### src/rtl/vga_pkg.sv
// Shared VGA timing package.
// Holds the default 640x480@60 timing, the derived line/frame totals, the raster
// counter width and the sync generator state encoding. The on-screen printers
// express their start-row/size parameters against VGA_V_VISIBLE from here.
package vga_pkg;

    // Raster counters are 10 bits wide; an axis total may not exceed 2**10.
    localparam int unsigned VGA_POS_W   = 10;
    localparam int unsigned VGA_POS_MAX = 1 << VGA_POS_W;

    localparam int unsigned VGA_H_VISIBLE = 640;
    localparam int unsigned VGA_H_FRONT   = 16;
    localparam int unsigned VGA_H_SYNC    = 96;
    localparam int unsigned VGA_H_BACK    = 48;

    localparam int unsigned VGA_V_VISIBLE = 480;
    localparam int unsigned VGA_V_FRONT   = 10;
    localparam int unsigned VGA_V_SYNC    = 2;
    localparam int unsigned VGA_V_BACK    = 33;

    // Length of one axis: visible area plus front porch, sync and back porch.
    function automatic int unsigned axis_total(input int unsigned visible,
                                               input int unsigned front,
                                               input int unsigned sync,
                                               input int unsigned back);
        return visible + front + sync + back;
    endfunction

    localparam int unsigned VGA_H_TOTAL =
        axis_total(VGA_H_VISIBLE, VGA_H_FRONT, VGA_H_SYNC, VGA_H_BACK);
    localparam int unsigned VGA_V_TOTAL =
        axis_total(VGA_V_VISIBLE, VGA_V_FRONT, VGA_V_SYNC, VGA_V_BACK);

    typedef enum logic [1:0] {
        StIdle     = 2'd0,
        StRun      = 2'd1,
        StStopping = 2'd2
    } vga_state_e;

endpackage

### src/rtl/vga_sync_gen_if.sv
// Raster timing bundle between the sync generator and the display printers.
//   en          run request (consumer -> generator)
//   hsinc/vsinc sync outputs, polarity fixed by the generator
//   draw        inside the visible area
//   h_pos/v_pos raster coordinates
//   line_start  pulse at column 0; frame_start pulse at (0,0)
//   running     generator is producing frames
// master: the generator side; slave: a consumer that also owns the run request.
interface vga_sync_gen_if;
    import vga_pkg::*;

    logic                 en;
    logic                 hsinc;
    logic                 vsinc;
    logic                 draw;
    logic [VGA_POS_W-1:0] h_pos;
    logic [VGA_POS_W-1:0] v_pos;
    logic                 line_start;
    logic                 frame_start;
    logic                 running;

    modport master (
        input  en,
        output hsinc, vsinc, draw, h_pos, v_pos, line_start, frame_start, running
    );

    modport slave (
        output en,
        input  hsinc, vsinc, draw, h_pos, v_pos, line_start, frame_start, running
    );

endinterface

### src/rtl/sync_axis_counter.sv
// One raster axis: a wrap counter plus registered decode of its active and sync
// windows. The decodes are computed from the next count so they land in the same
// cycle as the count they describe.
//   clk_i, rst_ni  clock, asynchronous active-low reset
//   run_i          generator is live this cycle (counter may advance)
//   run_next_i     generator is live next cycle (otherwise count clears to 0)
//   inc_i          advance request (1 for horizontal, line wrap for vertical)
//   pos_o          current position, 0..Total-1
//   active_o       pos_o < Visible
//   sync_o         pos_o inside the sync window (active-high)
//   start_o        pos_o == 0 while live
//   last_o         pos_o == Total-1
module sync_axis_counter
    import vga_pkg::*;
#(
    parameter int unsigned Visible = VGA_H_VISIBLE,
    parameter int unsigned Front   = VGA_H_FRONT,
    parameter int unsigned Sync    = VGA_H_SYNC,
    parameter int unsigned Back    = VGA_H_BACK
) (
    input  logic                 clk_i,
    input  logic                 rst_ni,
    input  logic                 run_i,
    input  logic                 run_next_i,
    input  logic                 inc_i,
    output logic [VGA_POS_W-1:0] pos_o,
    output logic                 active_o,
    output logic                 sync_o,
    output logic                 start_o,
    output logic                 last_o
);

    localparam int unsigned Total = axis_total(Visible, Front, Sync, Back);

    typedef logic [VGA_POS_W-1:0] pos_t;
    // One extra bit so a window ending exactly at 1024 still compares correctly.
    typedef logic [VGA_POS_W:0]   cmp_t;

    localparam pos_t LastPos   = pos_t'(Total - 1);
    localparam cmp_t ActiveEnd = cmp_t'(Visible);
    localparam cmp_t SyncBeg   = cmp_t'(Visible + Front);
    localparam cmp_t SyncEnd   = cmp_t'(Visible + Front + Sync);

    if (Total > VGA_POS_MAX) begin : g_total_check
        $error("sync_axis_counter: axis total %0d exceeds the counter range", Total);
    end

    pos_t pos_q, pos_d;
    cmp_t pos_ext;
    logic active_q, active_d;
    logic sync_q, sync_d;
    logic start_q, start_d;

    assign last_o = (pos_q == LastPos);

    always_comb begin
        pos_d = pos_q;
        if (!run_next_i) begin
            pos_d = '0;
        end else if (run_i && inc_i) begin
            pos_d = last_o ? '0 : pos_q + pos_t'(1);
        end
        pos_ext  = {1'b0, pos_d};
        active_d = run_next_i && (pos_ext < ActiveEnd);
        sync_d   = run_next_i && (pos_ext >= SyncBeg) && (pos_ext < SyncEnd);
        start_d  = run_next_i && (pos_d == '0);
    end

    always_ff @(posedge clk_i or negedge rst_ni) begin
        if (!rst_ni) begin
            pos_q    <= '0;
            active_q <= 1'b0;
            sync_q   <= 1'b0;
            start_q  <= 1'b0;
        end else begin
            pos_q    <= pos_d;
            active_q <= active_d;
            sync_q   <= sync_d;
            start_q  <= start_d;
        end
    end

    assign pos_o    = pos_q;
    assign active_o = active_q;
    assign sync_o   = sync_q;
    assign start_o  = start_q;

endmodule

### src/rtl/vga_sync_gen.sv
// VGA raster timing generator.
// Produces hsinc/vsinc, draw and raster coordinates from the pixel clock. A
// start/stop FSM only ever leaves a frame at its last pixel, so consumers never
// see a truncated frame.
//   pixelclock  pixel clock, all logic on its rising edge
//   resetn      asynchronous active-low reset
//   vga         timing bundle (master side): en in; syncs, draw, positions,
//               line_start, frame_start, running out
module vga_sync_gen
    import vga_pkg::*;
#(
    parameter int unsigned H_VISIBLE   = VGA_H_VISIBLE,
    parameter int unsigned H_FRONT     = VGA_H_FRONT,
    parameter int unsigned H_SYNC      = VGA_H_SYNC,
    parameter int unsigned H_BACK      = VGA_H_BACK,
    parameter int unsigned V_VISIBLE   = VGA_V_VISIBLE,
    parameter int unsigned V_FRONT     = VGA_V_FRONT,
    parameter int unsigned V_SYNC      = VGA_V_SYNC,
    parameter int unsigned V_BACK      = VGA_V_BACK,
    parameter bit          SYNC_ACTIVE = 1'b0
) (
    input  logic           pixelclock,
    input  logic           resetn,
    vga_sync_gen_if.master vga
);

    vga_state_e state_q, state_d;
    logic       run, run_next;
    logic       h_last, v_last;
    logic       h_active, v_active;
    logic       h_sync, v_sync;
    logic       h_start, v_start;

    always_comb begin
        state_d = state_q;
        unique case (state_q)
            StIdle: begin
                if (vga.en) state_d = StRun;
            end
            StRun: begin
                if (!vga.en) state_d = StStopping;
            end
            StStopping: begin
                // A renewed run request wins even on the final pixel.
                if (vga.en) begin
                    state_d = StRun;
                end else if (h_last && v_last) begin
                    state_d = StIdle;
                end
            end
            default: state_d = StIdle;
        endcase
    end

    always_ff @(posedge pixelclock or negedge resetn) begin
        if (!resetn) begin
            state_q <= StIdle;
        end else begin
            state_q <= state_d;
        end
    end

    assign run      = (state_q != StIdle);
    assign run_next = (state_d != StIdle);

    sync_axis_counter #(
        .Visible (H_VISIBLE),
        .Front   (H_FRONT),
        .Sync    (H_SYNC),
        .Back    (H_BACK)
    ) u_h_axis (
        .clk_i      (pixelclock),
        .rst_ni     (resetn),
        .run_i      (run),
        .run_next_i (run_next),
        .inc_i      (1'b1),
        .pos_o      (vga.h_pos),
        .active_o   (h_active),
        .sync_o     (h_sync),
        .start_o    (h_start),
        .last_o     (h_last)
    );

    // Rows advance on the cycle the column wraps.
    sync_axis_counter #(
        .Visible (V_VISIBLE),
        .Front   (V_FRONT),
        .Sync    (V_SYNC),
        .Back    (V_BACK)
    ) u_v_axis (
        .clk_i      (pixelclock),
        .rst_ni     (resetn),
        .run_i      (run),
        .run_next_i (run_next),
        .inc_i      (h_last),
        .pos_o      (vga.v_pos),
        .active_o   (v_active),
        .sync_o     (v_sync),
        .start_o    (v_start),
        .last_o     (v_last)
    );

    // Every term below is a flop from the same edge, so outputs stay aligned.
    assign vga.hsinc       = h_sync ? SYNC_ACTIVE : !SYNC_ACTIVE;
    assign vga.vsinc       = v_sync ? SYNC_ACTIVE : !SYNC_ACTIVE;
    assign vga.draw        = h_active && v_active;
    assign vga.line_start  = h_start;
    assign vga.frame_start = h_start && v_start;
    assign vga.running     = run;

endmodule
### src/flat_wrapper.sv
// flat-port wrapper written by rule: the top's interface ports become plain ports
module vga_sync_gen_flat import vga_pkg::*;
#(
    parameter int unsigned H_VISIBLE   = VGA_H_VISIBLE,
    parameter int unsigned H_FRONT     = VGA_H_FRONT,
    parameter int unsigned H_SYNC      = VGA_H_SYNC,
    parameter int unsigned H_BACK      = VGA_H_BACK,
    parameter int unsigned V_VISIBLE   = VGA_V_VISIBLE,
    parameter int unsigned V_FRONT     = VGA_V_FRONT,
    parameter int unsigned V_SYNC      = VGA_V_SYNC,
    parameter int unsigned V_BACK      = VGA_V_BACK,
    parameter bit          SYNC_ACTIVE = 1'b0
)
  (pixelclock, resetn, vga_en, vga_hsinc, vga_vsinc, vga_draw, vga_h_pos, vga_v_pos, vga_line_start, vga_frame_start, vga_running);
  vga_sync_gen_if vga_i ();
  input  logic pixelclock;
  input  logic resetn;
  input wire logic [$bits(vga_i.en)-1:0] vga_en;
  output wire logic [$bits(vga_i.hsinc)-1:0] vga_hsinc;
  output wire logic [$bits(vga_i.vsinc)-1:0] vga_vsinc;
  output wire logic [$bits(vga_i.draw)-1:0] vga_draw;
  output wire logic [$bits(vga_i.h_pos)-1:0] vga_h_pos;
  output wire logic [$bits(vga_i.v_pos)-1:0] vga_v_pos;
  output wire logic [$bits(vga_i.line_start)-1:0] vga_line_start;
  output wire logic [$bits(vga_i.frame_start)-1:0] vga_frame_start;
  output wire logic [$bits(vga_i.running)-1:0] vga_running;
  assign vga_i.en = vga_en;
  assign vga_hsinc = vga_i.hsinc;
  assign vga_vsinc = vga_i.vsinc;
  assign vga_draw = vga_i.draw;
  assign vga_h_pos = vga_i.h_pos;
  assign vga_v_pos = vga_i.v_pos;
  assign vga_line_start = vga_i.line_start;
  assign vga_frame_start = vga_i.frame_start;
  assign vga_running = vga_i.running;
  vga_sync_gen #(.H_VISIBLE(H_VISIBLE), .H_FRONT(H_FRONT), .H_SYNC(H_SYNC), .H_BACK(H_BACK), .V_VISIBLE(V_VISIBLE), .V_FRONT(V_FRONT), .V_SYNC(V_SYNC), .V_BACK(V_BACK), .SYNC_ACTIVE(SYNC_ACTIVE)) u_core (.pixelclock(pixelclock), .resetn(resetn), .vga(vga_i));
endmodule
### config.mk
export PLATFORM = sky130hd
export DESIGN_NAME = vga_sync_gen_flat
export DESIGN_NICKNAME = d
export VERILOG_FILES = /design/src/rtl/vga_pkg.sv /design/src/rtl/vga_sync_gen_if.sv /design/src/rtl/sync_axis_counter.sv /design/src/rtl/vga_sync_gen.sv /design/src/flat_wrapper.sv
export SDC_FILE = /design/constraint.sdc
export NUM_CORES = 1
export LEC_CHECK = 0
export BUFFER_PORTS_ARGS = -buffer_cell sky130_fd_sc_hd__buf_2
export CAP_MARGIN = 20
export CORE_MARGIN = 2
export CORE_UTILIZATION = 50
export CTS_CLUSTER_DIAMETER = 50
export DETAILED_ROUTE_END_ITERATION = 8
export GPL_TIMING_DRIVEN = 0
export MAX_ROUTING_LAYER = met4
export PLACE_DENSITY = 0.72
export SYNTH_ARGS = -nofsm -noshare
export SYNTH_HDL_FRONTEND = slang
export SYNTH_SLANG_ARGS = --single-unit
### constraint.sdc
create_clock -name pixelclock -period 2.6 [get_ports pixelclock]
set_input_delay 0.26 -clock pixelclock [delete_from_list [all_inputs] [get_ports pixelclock]]
set_output_delay 0.26 -clock pixelclock [all_outputs]
set_load 0.005 [all_outputs]
[Word level (Yosys, flattened, before mapping)]
Index checks and enable logic that the tools add are counted.
Storage, ports and cells
  flip-flop bits (word level): 28
  input port bits: 3
  output and inout bits: 26
  logic and storage cells: 51
Cells by class
  $add $sub $neg: 2
  order comparisons: 6
  equality and inequality tests: 4
  mux-type cells: 13
  reduce and logical (&&, ||, !) cells: 17
Operators with widths (number)
  2-to-1 mux 10 bit: 6
  adder 10 x 1 -> 10 bit, second input constant: 2
  equality test 10 bit, second input constant: 2
  zero test 10 bit: 2
  < comparator 10 bit, second input constant: 2
  < comparator 10 x 9 -> 1 bit, second input constant: 2
  logical AND 1 bit: 12
  >= comparator 10 bit, second input constant: 1
  >= comparator 10 x 9 -> 1 bit, second input constant: 1
  2-to-1 mux 2 bit: 4
  one-hot mux 2 bit (3 select lines): 1
  nonzero test 2 bit: 2
  equality test 2 x 1 -> 1 bit, second input constant: 1
  equality test 2 bit, second input constant: 1
  zero test 2 bit: 1
  2-to-1 mux 1 bit: 2

[Logic depth before layout (Yosys ltp)]
  depth in word-level cells: 10
  depth in mapped cells: 9
  depth with buffers taken out: 8

[Cells and area by module]
A second synthesis with hierarchy kept.
Second synthesis, totals
  cells, all modules: 177
  area, all modules: 1734.2 um^2
By module, submodules not included
  sync_axis_counter (u_core.u_v_axis): instances 1, cells an instance 81, area an instance 814.5 um^2, sequential area each 325.3 um^2
  sync_axis_counter (u_core.u_h_axis): instances 1, cells an instance 82, area an instance 794.5 um^2, sequential area each 325.3 um^2
  vga_sync_gen: instances 1, cells an instance 14, area an instance 125.1 um^2, sequential area each 50.0 um^2

[Least setup slack after synthesis]
OpenSTA, ideal clock, no wires.
  path type: reg-to-reg
  from: register u_core.u_v_axis.pos_q[0], in the netlist u_core.u_v_axis.pos_o[0]
  to: register u_core.u_v_axis.sync_q, in the netlist u_core.u_v_axis.sync_o
  setup time: 0.095 ns
  data arrival time: 2.064 ns
  required time: 2.505 ns
  path slack: 0.441 ns
  cell stages (with the launch flop): 10
  buffers on the path: 1
  clock period less this slack: 2.159 ns
  path through: dfrtp_1 inv_1 ha_1 nor4bb_1 and3_1 a31o_2 buf_2 o21bai_1 or3_1 nor4b_2
On the way
  cells in the longest elaborated chain, start to end: 10
  elaborated cells on any way between the ends: 14
  those cells by class: add/sub (1); order compare (2); eq/ne (1); mux (6); reduce/logical (4)
RTL lines
  start: declaration: RTL line sync_axis_counter.sv:48  | pos_t pos_q, pos_d;
  start signal: assignment: RTL line sync_axis_counter.sv:76  | pos_q <= pos_d;
  equality test 10 bit: RTL line sync_axis_counter.sv:54  | assign last_o = (pos_q == LastPos);
  logical AND 1 bit: RTL line vga_sync_gen.sv:47  | end else if (h_last && v_last) begin
  2-to-1 mux 2 bit: RTL line vga_sync_gen.sv:47
  2-to-1 mux 2 bit: RTL line vga_sync_gen.sv:45  | if (vga.en) begin
  one-hot mux 2 bit (3 select lines): RTL line vga_sync_gen.sv:36  | unique case (state_q)
  nonzero test 2 bit: RTL line vga_sync_gen.sv:64  | assign run_next = (state_d != StIdle);
  2-to-1 mux 10 bit: RTL line sync_axis_counter.sv:58  | if (!run_next_i) begin
  >= comparator 10 x 9 -> 1 bit: RTL line sync_axis_counter.sv:65  | sync_d = run_next_i && (pos_ext >= SyncBeg) && (pos_ext < SyncEnd);
  logical AND 1 bit: RTL line sync_axis_counter.sv:65
  logical AND 1 bit (*): RTL line sync_axis_counter.sv:65
  net u_core.u_v_axis.sync_d: RTL line sync_axis_counter.sv:51  | logic sync_q, sync_d;
  end signal: assignment: RTL line sync_axis_counter.sv:78  | sync_q <= sync_d;
  end: declaration: RTL line sync_axis_counter.sv:51
The timed path passes the listed nets; every way through them passes the cells marked *.

[Final worst setup path]
Same ends and word-level chain as after synthesis.

==> flow_metrics.env <==
export IMPL_io_pins=29
export IMPL_internal_power_mw=0.687
export IMPL_ys_seq_area_share_pct=39.7
export IMPL_topRoutingLayerUsed="met4"
export IMPL_die_x_um=63.4
export IMPL_core_um2=3360
export IMPL_start_util_pct=52.5
export IMPL_synth_fa_ha_area_share_pct=2.13
export IMPL_critical_path_class="reg2reg"
export IMPL_nFillCells=327
export IMPL_start_kind="flip-flop"
export IMPL_power_leakage_nw=0.930
export IMPL_ys_flop_type="dfrtp_1"
export IMPL_cts_setup_buffers=0
export IMPL_routed_wl_mm=3.69
export IMPL_crit_path_cell_trace="inv_1 -> ha_1 -> nor4bb_1 -> and3_1 -> a31o_2 -> buf_2 -> o21bai_1 -> or3_1 -> nor4b_2"
export IMPL_grt_start_max_net_pins=29
export IMPL_antenna_found_initial=0
export IMPL_syn_area_per_cell_um2=8.56
export IMPL_worstMarginPinSlew_ns=0.669
export IMPL_critPathCaptureType="flip-flop"
export IMPL_diodes=0
export IMPL_grt_overflow_total=0
export IMPL_synth_edf_count=0
export IMPL_post_drt_via_cell_ratio=5.43
export IMPL_clk_latency_ns=0.32
export IMPL_maxCapViolations=0
export IMPL_critPathRequiredTime_ns=2.84
export IMPL_clk_path_buf_depth=2
export IMPL_drtIter0Drc=81
export IMPL_postPlaceCellArea_um2=1960
export IMPL_drt_met1_wl_mm=1.83
export IMPL_crit_arrival_ns=2.64
export IMPL_drive_above_1_share_pct=20.9
export IMPL_min_path_type="in2reg"
export IMPL_power_density_nw_per_um2=459
export IMPL_status="complete, no violations"
export IMPL_syn_nets=212
export IMPL_stdcell_area_um2=2040
export IMPL_met2_length_mm=1.69
export IMPL_area_delta_synth_final_pct=15.4
export IMPL_fmax_mhz=416
export IMPL_power_total_mw=0.934
export IMPL_slew_viol_final=0
export IMPL_p_switching_mw=0.247
export IMPL_synth_cells=206
export IMPL_fp_row_count=21
export IMPL_yosysWarningCount=0
export IMPL_synth_top_family_by_area="simple AND/OR/NAND/NOR gates"
export IMPL_p_comb_share_pct=18.0
export IMPL_grt_first_pass_wirelength_mm=6.77
export IMPL_synthesis_area_um2=1760
export IMPL_die_h_um=63.4
export IMPL_synthSimpleGateAreaFrac_pct=28.5
export IMPL_synth_cell_types=44
export IMPL_tns_ns=0
export IMPL_numCtsBuffers=3
export IMPL_place_gp_congestion=0.852
export IMPL_grt_pass1_vias=1530
export IMPL_power_frac_seq_pct=51.5
export IMPL_critPathSlowestCell="dfrtp_1"
export IMPL_cts_tree="done"
export IMPL_cts_htree_levels=1
export IMPL_cts_sinks=28
export IMPL_synth_xor_area_share_pct=8.44
export IMPL_groute_usage_overall_pct=21.3
export IMPL_ys_seq_elements=28
export IMPL_relSlewSlack_pct=55.0
export IMPL_hold_viol=0
export IMPL_synthMuxAreaShare_pct=0.567
export IMPL_setup_viol=0
export IMPL_fin_crit_sh_pct=92.4
export IMPL_ant_nets=0
export IMPL_vias=1548
export IMPL_ys_async_sr_fraction_pct=100
export IMPL_p_sw_share_pct=26.4
export IMPL_clk_pin_slew_ns=0.15
export IMPL_synth_compound_area_share_pct=14.9
export IMPL_firstDrtPassIters=4
export IMPL_nNetsFinal=246
export IMPL_power_frac_clock_pct=30.5
export IMPL_cp_max_fo=9
export IMPL_hpwl_mm=2.72
export IMPL_period_minus_slack_ns=2.40
export IMPL_rsz0062_at_grt="no"
export IMPL_cts_root_buf="clkbuf_4"
export IMPL_die_area_um2=4020
export IMPL_ir_drop_uv=296
export IMPL_finClkSkew_ns=0.00168
export IMPL_max_stage_delay_ns=0.47
export IMPL_route_met3_wl_um=145
export IMPL_wl_per_cell_um=13.0
export IMPL_io_buffers=28
export IMPL_drc=0
## worst max-delay path, delay by kind of cell (launching register included)
kind,cells,cell delay (ns)
adders and majority gates,1,0.18
and+or+nand+nor,4,0.99
DFF,1,0.47
buffers and inverters,2,0.25
AOI/OAI and AO/OA,2,0.41
## cells by family after synthesis
group | after synthesis
flip-flops | 28
adder cells (fa/ha/maj) | 3
multiplexers | 1
AO/OA/AOI/OAI | 40
buffers and inverters | 21
XOR/XNOR | 17
AND/OR/NAND/NOR | 96
## layout make-up
type                            count  area (um2)  share of cell area [%]
Multi-Input combinational cell    157         973                    47.8
Clock buffer                        3        22.5                    1.11
Inverter                            9        33.8                    1.66
Sequential cell                    28         701                    34.4
Timing Repair Buffer               29         150                    7.38
Tap cell                           46        57.6                    2.83
Buffer                             12        67.6                    3.32
Clock inverter                      1        30.0                    1.48
## per-layer routing
metal	vias up	track usage, %
met5	-	-
met4	0	5.43
met3	4	2.50
met2	29	34.1
met1	723	28.9
li1	792	-
## synthesized netlist by cell type (2+ instances only)
library cell	n	share of area, %
nor2_1	26	5.5
and4_1	3	1.5
xnor2_1	8	4.0
and2_1	6	2.1
or3_1	5	1.8
a21oi_1	11	3.1
nor3_1	9	2.6
nand2_1	17	3.6
a31oi_1	3	1.1
buf_6	2	1.3
xor2_1	9	4.5
o21ai_0	9	2.6
buf_2	6	1.7
a211oi_1	2	0.85
nand3_1	14	4.0
clkbuf_1	4	0.85
dfrtp_1	28	40
ha_1	3	2.1
a21o_1	2	0.85
and3_1	5	1.8
o2111a_1	2	1.3
a31o_2	3	1.5
inv_1	8	1.7
## registers in the layout, summed over array words and instances (netlist names)
name,count
u_core.state_q,2
u_core.u_v_axis.pos_o,10
u_core.u_v_axis.sync_o,1
u_core.u_h_axis.start_o,1
u_core.u_v_axis.start_o,1
u_core.u_h_axis.active_o,1
u_core.u_h_axis.pos_o,10
u_core.u_v_axis.active_o,1
u_core.u_h_axis.sync_o,1
## power groups by stage
stage / Sequential (mW) / Clock (mW) / Combinational, mW
finish: 0.481 / 0.285 / 0.168
global route: 0.485 / 0.311 / 0.195
CTS: 0.481 / 0.295 / 0.170
detailed placement: 0.490 / 0 / 0.168
global placement: 0.487 / 0 / 0.166
floorplan: 0.489 / 0 / 0.103
## repair_timing
item                                   CTS  global route
endpoints found under the hold margin   28             0
hold buffers                             1             0
setup endpoints to repair                0             4
resized for setup                        0             3
## per-stage QoR
step | worst slack, ns | hold WS, ns | std cells | utilization, %
6_report | 0.199 | 0.133 | 285 | 60.5
5_1_grt | 0.0159 | 0.135 | 285 | 60.5
4_1_cts | 0.199 | 0.119 | 285 | 60.2
3_5_place_dp | 0.249 | 0.320 | 280 | 58.3
3_3_place_gp | 0.270 | 0.311 | 280 | 58.3
2_1_floorplan | 0.441 | -0.0356 | 206 | -
## path summary, 6_finish.rpt
check | from | end | slack [ns] | cells past startpoint
min in group asynchronous | resetn | u_core.u_v_axis.pos_o[7]$_DFF_PN0_ | 0.46 | 2
min reg2reg | u_core.u_h_axis.pos_o[1]$_DFF_PN0_ | u_core.u_h_axis.pos_o[1]$_DFF_PN0_ | 0.60 | 2
max | u_core.u_v_axis.pos_o[0]$_DFF_PN0_ | u_core.u_v_axis.sync_o$_DFF_PN0_ | 0.20 | 9
max reg2reg | u_core.u_v_axis.pos_o[0]$_DFF_PN0_ | u_core.u_v_axis.sync_o$_DFF_PN0_ | 0.20 | 9
min | vga_en | u_core.state_q[1]$_DFF_PN0_ | 0.13 | 2
max in group asynchronous | resetn | u_core.u_h_axis.pos_o[2]$_DFF_PN0_ | 1.75 | 2
## placed cells by master, fill, tap and decap left out, types with 2 or more instances in the layout
cell type / n
a211oi_1: 2
clkbuf_1: 4
nand2_1: 17
nand3_1: 14
a21o_1: 2
nor3_1: 8
buf_6: 2
xor2_1: 9
and4_1: 3
a21oi_1: 11
inv_1: 8
ha_1: 3
and3_1: 5
a31o_2: 3
clkbuf_4: 3
buf_2: 34
xnor2_1: 8
o2111a_1: 2
and2_1: 6
nor2_1: 26
a31oi_1: 3
o21ai_0: 9
dfrtp_1: 28
or3_1: 5
(Power assumes the default switching activity.)
